File: src/rtl/trace_pkg.sv
// Shared types and entry layout for the CPU trace buffer.
// One entry is {seq[6:0], overflow, pc[31:0], wb_data[31:0]}.
package trace_pkg;

  typedef enum logic [1:0] {
    IDLE    = 2'd0,
    CAPTURE = 2'd1,
    POST    = 2'd2,
    HALT    = 2'd3
  } state_t;

  localparam int ENTRY_W = 72;
  localparam int WB_LSB  = 0;
  localparam int PC_LSB  = 32;
  localparam int OVF_BIT = 64;
  localparam int SEQ_LSB = 65;

  function automatic logic [ENTRY_W-1:0] pack_entry(
    input logic [6:0]  seq,
    input logic        ovf,
    input logic [31:0] pc,
    input logic [31:0] wb
  );
    logic [ENTRY_W-1:0] e;
    e = '0;
    e[SEQ_LSB +: 7]  = seq;
    e[OVF_BIT]       = ovf;
    e[PC_LSB +: 32]  = pc;
    e[WB_LSB +: 32]  = wb;
    return e;
  endfunction

endpackage

File: src/rtl/trace_fifo.sv
// Entry storage for the trace buffer: DEPTH x 72 circular FIFO.
// A push into a full FIFO is accepted only when a pop frees a slot.
module trace_fifo
  import trace_pkg::*;
#(
  parameter int DEPTH = 16
) (
  input  logic               clock,
  input  logic               reset,
  input  logic               push,
  input  logic               pop,
  input  logic [ENTRY_W-1:0] din,
  output logic [ENTRY_W-1:0] dout,
  output logic               full,
  output logic               empty,
  output logic [6:0]         count
);

  localparam int AW = $clog2(DEPTH);

  logic [ENTRY_W-1:0] mem [DEPTH];
  logic [AW-1:0]      wr_ptr;
  logic [AW-1:0]      rd_ptr;
  logic               do_push;
  logic               do_pop;

  assign empty   = (count == 7'd0);
  assign full    = (count == 7'(DEPTH));
  assign do_pop  = pop && !empty;
  assign do_push = push && (!full || do_pop);
  assign dout    = empty ? '0 : mem[rd_ptr];

  always_ff @(posedge clock) begin
    if (!reset) begin
      wr_ptr <= '0;
      rd_ptr <= '0;
      count  <= '0;
    end else begin
      if (do_push) wr_ptr <= wr_ptr + 1'b1;
      if (do_pop)  rd_ptr <= rd_ptr + 1'b1;
      count <= count + {6'd0, do_push} - {6'd0, do_pop};
    end
  end

  always_ff @(posedge clock) begin
    if (reset && do_push) mem[wr_ptr] <= din;
  end

endmodule

File: src/rtl/cpu_trace_buffer.sv
// Captures one entry per instruction fetch into a FIFO, with a PC
// trigger followed by a programmable number of post-trigger entries.
module cpu_trace_buffer
  import trace_pkg::*;
#(
  parameter int         DEPTH       = 16,
  parameter logic [6:0] FETCH_STATE = 7'd0
) (
  input  logic               clock,
  input  logic               reset,
  input  logic [6:0]         estado,
  input  logic [31:0]        pc,
  input  logic [31:0]        wb_data,
  input  logic               overflow,
  input  logic               arm,
  input  logic               trig_en,
  input  logic [31:0]        trig_pc,
  input  logic [3:0]         post_count,
  output logic               rd_valid,
  input  logic               rd_ready,
  output logic [ENTRY_W-1:0] rd_data,
  output logic [1:0]         mode,
  output logic [6:0]         fill,
  output logic [7:0]         dropped
);

  state_t     state;
  state_t     state_d;
  logic [6:0] estado_q;
  logic [6:0] seq;
  logic [3:0] pcnt;
  logic [3:0] pcnt_d;
  logic [7:0] drop_q;
  logic       fetch;
  logic       push;
  logic       pop;
  logic       full;
  logic       empty;
  logic       lost;

  assign fetch = (estado == FETCH_STATE) && (estado_q != FETCH_STATE);
  assign push  = fetch && (state == CAPTURE || state == POST);
  assign pop   = rd_valid && rd_ready;
  assign lost  = push && full && !pop;

  assign rd_valid = !empty;
  assign mode     = state;
  assign dropped  = drop_q;

  trace_fifo #(.DEPTH(DEPTH)) u_fifo (
    .clock (clock),
    .reset (reset),
    .push  (push),
    .pop   (pop),
    .din   (pack_entry(seq, overflow, pc, wb_data)),
    .dout  (rd_data),
    .full  (full),
    .empty (empty),
    .count (fill)
  );

  // estado_q resets to the fetch code so a held fetch state is not an event
  always_ff @(posedge clock) begin
    if (!reset) begin
      state    <= IDLE;
      estado_q <= FETCH_STATE;
      seq      <= '0;
      pcnt     <= '0;
      drop_q   <= '0;
    end else begin
      state    <= state_d;
      estado_q <= estado;
      pcnt     <= pcnt_d;
      if (push) seq <= seq + 7'd1;
      if (lost && drop_q != 8'hff) drop_q <= drop_q + 8'd1;
    end
  end

  always_comb begin
    state_d = state;
    pcnt_d  = pcnt;
    unique case (state)
      IDLE: if (arm) state_d = CAPTURE;
      CAPTURE: begin
        if (push && trig_en && pc == trig_pc) begin
          state_d = POST;
          pcnt_d  = post_count;
        end
      end
      POST: begin
        if (pcnt == 4'd0) begin
          state_d = HALT;
        end else if (push) begin
          pcnt_d = pcnt - 4'd1;
          if (pcnt == 4'd1) state_d = HALT;
        end
      end
      HALT: if (arm) state_d = CAPTURE;
      default: state_d = IDLE;
    endcase
  end

endmodule

File: config.mk
export PLATFORM = sky130hd
export DESIGN_NAME = cpu_trace_buffer
export DESIGN_NICKNAME = d
export VERILOG_FILES = /design/src/rtl/trace_pkg.sv /design/src/rtl/trace_fifo.sv /design/src/rtl/cpu_trace_buffer.sv
export SDC_FILE = /design/constraint.sdc
export NUM_CORES = 1
export LEC_CHECK = 0
export CAP_MARGIN = 5
export CORE_ASPECT_RATIO = 0.75
export CORE_MARGIN = 10
export CORE_UTILIZATION = 36
export CTS_CLUSTER_DIAMETER = 120
export DETAILED_ROUTE_END_ITERATION = 6
export PLACE_DENSITY = 0.56
export SLEW_MARGIN = 25
export SYNTH_ARGS = -nofsm -noshare
export SYNTH_HDL_FRONTEND = slang
export SYNTH_SLANG_ARGS = --single-unit
File: constraint.sdc
create_clock -name clock -period 12.9 [get_ports clock]
set_clock_uncertainty 0.2 [all_clocks]
set_input_delay 1.29 -clock clock [delete_from_list [all_inputs] [get_ports clock]]
set_output_delay 1.29 -clock clock [all_outputs]
set_load 0.02 [all_outputs]
Word level (Yosys, flattened, before mapping)
Memories as Yosys holds them, arrays and structs flattened. A register that Yosys moved wholly into a read port is not among the register bits.
Index checks and enable logic that the tools add are counted.
W data, S select, Z words.
{"block": "totals", "register_bits": 43, "mem_bits_rw": 1152, "input_bits": 113, "out_inout_bits": 90, "elab_cells": 69, "memories": 1}
{"name": "u_fifo.mem", "depth": 16, "word_bits": 72, "read_ports": 1, "rd_ports_with_merged_regs": 1, "wr": 1, "line_no": "trace_fifo.sv:21", "rtl": "logic [ENTRY_W-1:0] mem [DEPTH];"}
{"block": "classes", "addsub": 7, "eq_ne": 13, "n_mux": 15, "n_reduce_logical": 25}
{"cell": "$mux W72", "n": 1}
{"cell": "$eq A32 B32 Y1", "n": 1}
{"cell": "$mux W4", "n": 5}
{"cell": "$logic_not A7 Y1", "n": 2}
{"cell": "$logic_and A1 B1 Y1", "n": 11}
{"cell": "$mux W2", "n": 5}
{"cell": "$add A4 B1 Y4 const B", "n": 2}
{"cell": "$add A8 B1 Y8 const B", "n": 1}
{"cell": "$ne A8 B8 Y1 const B", "n": 1}
{"cell": "$pmux W4 S2", "n": 1}
{"cell": "$reduce_and A4 Y1", "n": 2}
{"cell": "$add A7 B1 Y7", "n": 1}
{"cell": "$add A7 B1 Y7 const B", "n": 1}
{"cell": "$eq A7 B5 Y1 const B", "n": 1}
{"cell": "$reduce_bool A7 Y1", "n": 1}
{"cell": "$sub A7 B1 Y7", "n": 1}
{"cell": "$pmux W2 S3", "n": 1}
{"cell": "$eq A2 B2 Y1 const B", "n": 2}
{"cell": "$eq A4 B1 Y1 const B", "n": 1}
{"cell": "$logic_not A4 Y1", "n": 1}
{"cell": "$ne A2 B1 Y1 const B", "n": 2}
{"cell": "$ne A2 B2 Y1 const B", "n": 2}
{"cell": "$sub A4 B1 Y4 const B", "n": 1}
{"cell": "$logic_not A1 Y1", "n": 3}
{"cell": "other kinds (8)", "n": 10}

Logic depth before layout (Yosys ltp)
{"block": "depth", "word_depth": 9, "ltp_mapped": 16}

Modules after synthesis
A second synthesis with hierarchy kept.
{"block": "unflattened", "cells_unflattened": 2093, "hier_area_um2": 46644.7}
{"module": "trace_fifo", "n_inst": 1, "cells_per_inst": 1896, "area_per_inst_um2": 44818.0, "seq_area_each_um2": 34973.5}
{"module": "cpu_trace_buffer", "n_inst": 1, "cells_per_inst": 197, "area_per_inst_um2": 1826.8, "seq_area_each_um2": 560.5}

Least setup slack after synthesis
Ideal clock, no wire load.
{"block": "synth_timing", "path_type": "input to register", "start": "input port estado[5]", "end": "memory u_fifo.mem[3][0] (enable)", "arrival_ps": 7543, "t_required_ps": 12110, "path_slack_ps": 4566, "stages": 6, "path_buffers": 1, "cell_sequence": "or4_4 -> a211oi_4 -> and2_1 -> buf_2 -> nand3_1 -> nor3_1"}
{"block": "synth_between", "elab_chain_len": 7}
{"element": "start, declared", "line_no": "cpu_trace_buffer.sv:11", "rtl": "input logic [6:0] estado,"}
{"element": "$logic_not A7 Y1", "line_no": "cpu_trace_buffer.sv:41", "rtl": "assign fetch = (estado == FETCH_STATE) && (estado_q != FETCH_STATE);"}
{"element": "$logic_and A1 B1 Y1", "line_no": "cpu_trace_buffer.sv:41"}
{"element": "$logic_and A1 B1 Y1", "line_no": "cpu_trace_buffer.sv:42", "rtl": "assign push = fetch && (state == CAPTURE || state == POST);"}
{"element": "$logic_and A1 B1 Y1", "line_no": "trace_fifo.sv:30", "rtl": "assign do_push = push && (!full || do_pop);"}
{"element": "$logic_and A1 B1 Y1", "line_no": "trace_fifo.sv:46", "rtl": "if (reset && do_push) mem[wr_ptr] <= din;"}
{"element": "$mux W1", "line_no": "trace_fifo.sv:46"}
{"element": "$mux W1 (implied by the code)", "line_no": "trace_fifo.sv:46"}
{"element": "end, declared", "line_no": "trace_fifo.sv:21"}
Every way passes these cells.

==> summary.log <==
qor: cells_and_area.nFillCells 10,700
qor: grt.grt_overflow_total 0
qor: synth.synthesis.nets 2,121
qor: timing.final_setup_violation_count 0
qor: grt.global_route_wire_length_before_repair 164 mm
qor: cells_and_area.drive_above_1_share 0.259
qor: cts.number_of_buffers_added_to_fix_hold_violations_after_cts 0
qor: cts.tritoncts_clock_tree done
qor: cts.numCtsBuffers 115
qor: routing.detail_route.wirelength 113 mm
qor: floorplanning.die_span_y 331 um
qor: grt.grt_most_used_layer met2
qor: cts.path_clk_slew 0.06 ns
qor: routing.wl_per_cell 28.2 um
qor: cts.htree_levels 3
qor: routing.route.detailed.drc 0
qor: synth.synthDistinctLibCells 47
qor: cts.ctsLongestPathBuffers 3
qor: synth.portion_of_the_post_synthesis_area_used_by_sequential_elements 0.767
qor: synth.synth_top_flop_cell edfxtp_1
qor: cells_and_area.post-route-util 0.428
qor: worst_setup_path.setup.worst_path.class register to output port
qor: worst_setup_path.worst_path_largest_cell_delay 0.78 ns
qor: place.io_buf_count 202
qor: routing.routed-via-count 21,400
qor: synth.ys_seq_elements 1,199
qor: cells_and_area.layout.cell_area.non_filler 54,500 um^2
qor: pwr.power_per_cell_area 174 nW/um^2
qor: timing.sum_of_negative_setup_slack 0 ns
qor: synth.yosys.area.top_type edfxtp_1
qor: floorplanning.start_util 0.364
qor: flow_run.maxCapViolCount 0
qor: cts.cts_root_buf clkbuf_16
qor: synth.number_of_warnings_printed_during_yosys_synthesis 0
qor: cts.cts_sinks 1,199
qor: routing.antenna_left 0
qor: cells_and_area.layout.area.seq 35,500 um^2
qor: place.dpl_cell_area 50,600 um^2
qor: worst_setup_path.crit_arrival 5.23 ns
qor: synth.post-synth-top-area-fraction 0.746
qor: cells_and_area.layout.nets 2,390
qor: timing.tightest_slew 1.19 ns
qor: cells_and_area.syn2layout_area_growth 17.6%
qor: pwr.total_leakage_power 0.0166 uW
qor: cts.cts_repair_resize_count 0
qor: pwr.irDropWorstVdd 0.000129 V
qor: synth.async_set_or_reset_flop_fraction_in_the_synthesized_netlist 0
qor: cells_and_area.area_taken_by_multi_input_logic_gates 10,500 um^2
qor: grt.grtUsageMet1 0.222
qor: timing.fmax 149 MHz
qor: grt.grt.met2_usage 0.254
qor: synth.postSynthAreaPerCell 23.3 um^2
qor: timing.grt_setup_unrepaired false
qor: synth.synthTopCellsByArea edfxtp_1 75%, mux4_2 17%, dfxtp_1 2.0%, and2_1 1.4%, xor2_1 0.64%
qor: run_status.status completed
qor: synth.synth_most_common_cell edfxtp_1
qor: grt.first_global_vias 22,700
qor: worst_setup_path.timing.critical_path.cells buf_12, buf_16, buf_4, mux4_2, mux4_2, and2_1, clkdlybuf4s50_1
qor: routing.dr.pass1.iters 5
qor: synth.count_of_flip_flops_with_a_built_in_enable_after_synthesis 1,152
qor: worst_setup_path.worstSetupStartpointType register
qor: routing.drt_iter0_markers 2,032
qor: floorplanning.dieWidth 434 um
qor: worst_setup_path.critPathSlowestCell buf_4
qor: worst_setup_path.critPathCaptureType output port
qor: timing.maxSlewHeadroom 0.204
qor: floorplanning.io-pin-count 203
qor: place.detailedPlacementHpwl 62.1 mm
qor: floorplanning.floorplan.rows 113
qor: synth.post_synth_most_frequent_cells 1,152 x edfxtp_1, 360 x mux4_2, 105 x and2_1
qor: timing.drv_slew 0
qor: worst_setup_path.worst-path-max-fanout 63
qor: grt.antenna_found_initial 9
qor: timing.hold_viol_final 0
qor: cts.worst_skew_pair.late_latency 0.72 ns
qor: floorplanning.core_footprint 127,000 um^2
qor: cts.cts_setup_buffers 0
qor: grt.groute.layer.met3.usage 0.0308
qor: timing.finalWorstPathRequiredPeriod 6.72 ns
qor: grt.grtUsageTotal 0.157
qor: place.finalWeightedCongestion 0.736
qor: worst_setup_path.worstPathRequired 11.41 ns
qor: routing.avgViaCountPerCell 5.31
qor: timing.final_min_period_over_clock_period 0.521
qor: worst_setup_path.crit_top_cell mux4_2
qor: synth.postSynthCellCount 1,986
qor: worst_hold_path.hold_path.class register to register
qor: grt.grt_start_max_net_pins 155
qor: synth.syn-cell-area 46,400 um^2
qor: floorplanning.design.die.area 144,000 um^2
## state kept, by name, indices dropped and copies added, names as in the netlist, named ones only
name           flops
estado_q           7
u_fifo.rd_ptr      4
dropped            8
u_fifo.wr_ptr      4
u_fifo.mem      1152
seq                7
pcnt               4
u_fifo.count       7
mode               2
## path summary, 6_finish.rpt
path / startpoint / endpoint / slack (ns) / cells after the start
setup / recovery: register / rd_data[68] / 6.18 / 7
hold / removal: pcnt[1]$_SDFFE_PN0P_ / pcnt[1]$_SDFFE_PN0P_ / 0.29 / 2
setup reg to reg: mode[0]$_SDFFE_PN0P_ / u_fifo.mem[13][0]$_DFFE_PP_ / 7.68 / 9
hold reg to reg: pcnt[1]$_SDFFE_PN0P_ / pcnt[1]$_SDFFE_PN0P_ / 0.29 / 2
## through the flow
step | instances | hold WS [ns] | total power, uW | setup slack (ns)
after floorplan | 1986 | 0.244 | 5540 | 4.57
after global placement | 3800 | 0.254 | 6210 | 6.60
after detailed placement | 3802 | 0.287 | 6230 | 6.62
after CTS | 4013 | 0.294 | 9640 | 5.86
after global routing | 4017 | 0.321 | 9870 | 5.72
final | 4021 | 0.293 | 9500 | 6.18
## routing by layer
metal | part of all wire | wire, um | vias to the layer above
li1 | - | - | 8911
met1 | 0.44 | 49800 | 11700
met2 | 0.49 | 55100 | 585
met3 | 0.059 | 6650 | 133
met4 | 0.015 | 1680 | 2
met5 | 0.000097 | 11 | -
## where the power goes
| part | total, uW | switching, uW | internal (uW) |
|---|---|---|---|
| Combinational | 1790 | 891 | 903 |
| Clock | 3390 | 1460 | 1930 |
| Sequential | 4320 | 43.1 | 4280 |
## cell type report
type,count,area share
Sequential cell,1199,0.652
Antenna cell,5,0.000229
Clock buffer,141,0.0561
Tap cell,1667,0.0383
Inverter,17,0.00117
Clock inverter,70,0.0140
Multi-Input combinational cell,672,0.192
Timing Repair Buffer,250,0.0459
## cells by family after synthesis
| group | after synthesis | share of synthesized area |
|---|---|---|
| DFF | 1199 | 0.767 |
| muxes | 365 | 0.176 |
| and+or+nand+nor | 201 | 0.0259 |
| buffers and inverters | 115 | 0.0100 |
| xor gates and xnor gates | 57 | 0.0108 |
| AOI/OAI and AO/OA | 27 | 0.00464 |
| adders and majority gates | 22 | 0.00610 |
## worst max-delay path, delay by kind of cell (launching register included)
kind / cells / cell delay (ns)
buffers and inverters: 4 / 2.18
muxes: 2 / 1.23
DFF: 1 / 0.70
and+or+nand+nor: 1 / 0.22
## placed cells by master (no fill, tap or decap), drive strengths merged, types with 2 or more instances in the layout
master	instances
or4	3
xor2	34
nor4	6
and2	105
clkinv	49
edfxtp	1152
clkbuf	141
and3	2
diode	5
nor3	9
o21ai	5
dfxtp	47
nor2b	12
buf	48
mux2i	5
bufinv	12
inv	18
o21bai	2
nand4	10
a21boi	4
nand2	16
clkdlybuf4s50	202
nor2	17
clkinvlp	8
ha	21
a21oi	6
mux4	360
xnor2	23
o211ai	3
nand2b	3
nand3	12
Note: power is estimated with default switching activity, not from simulation.
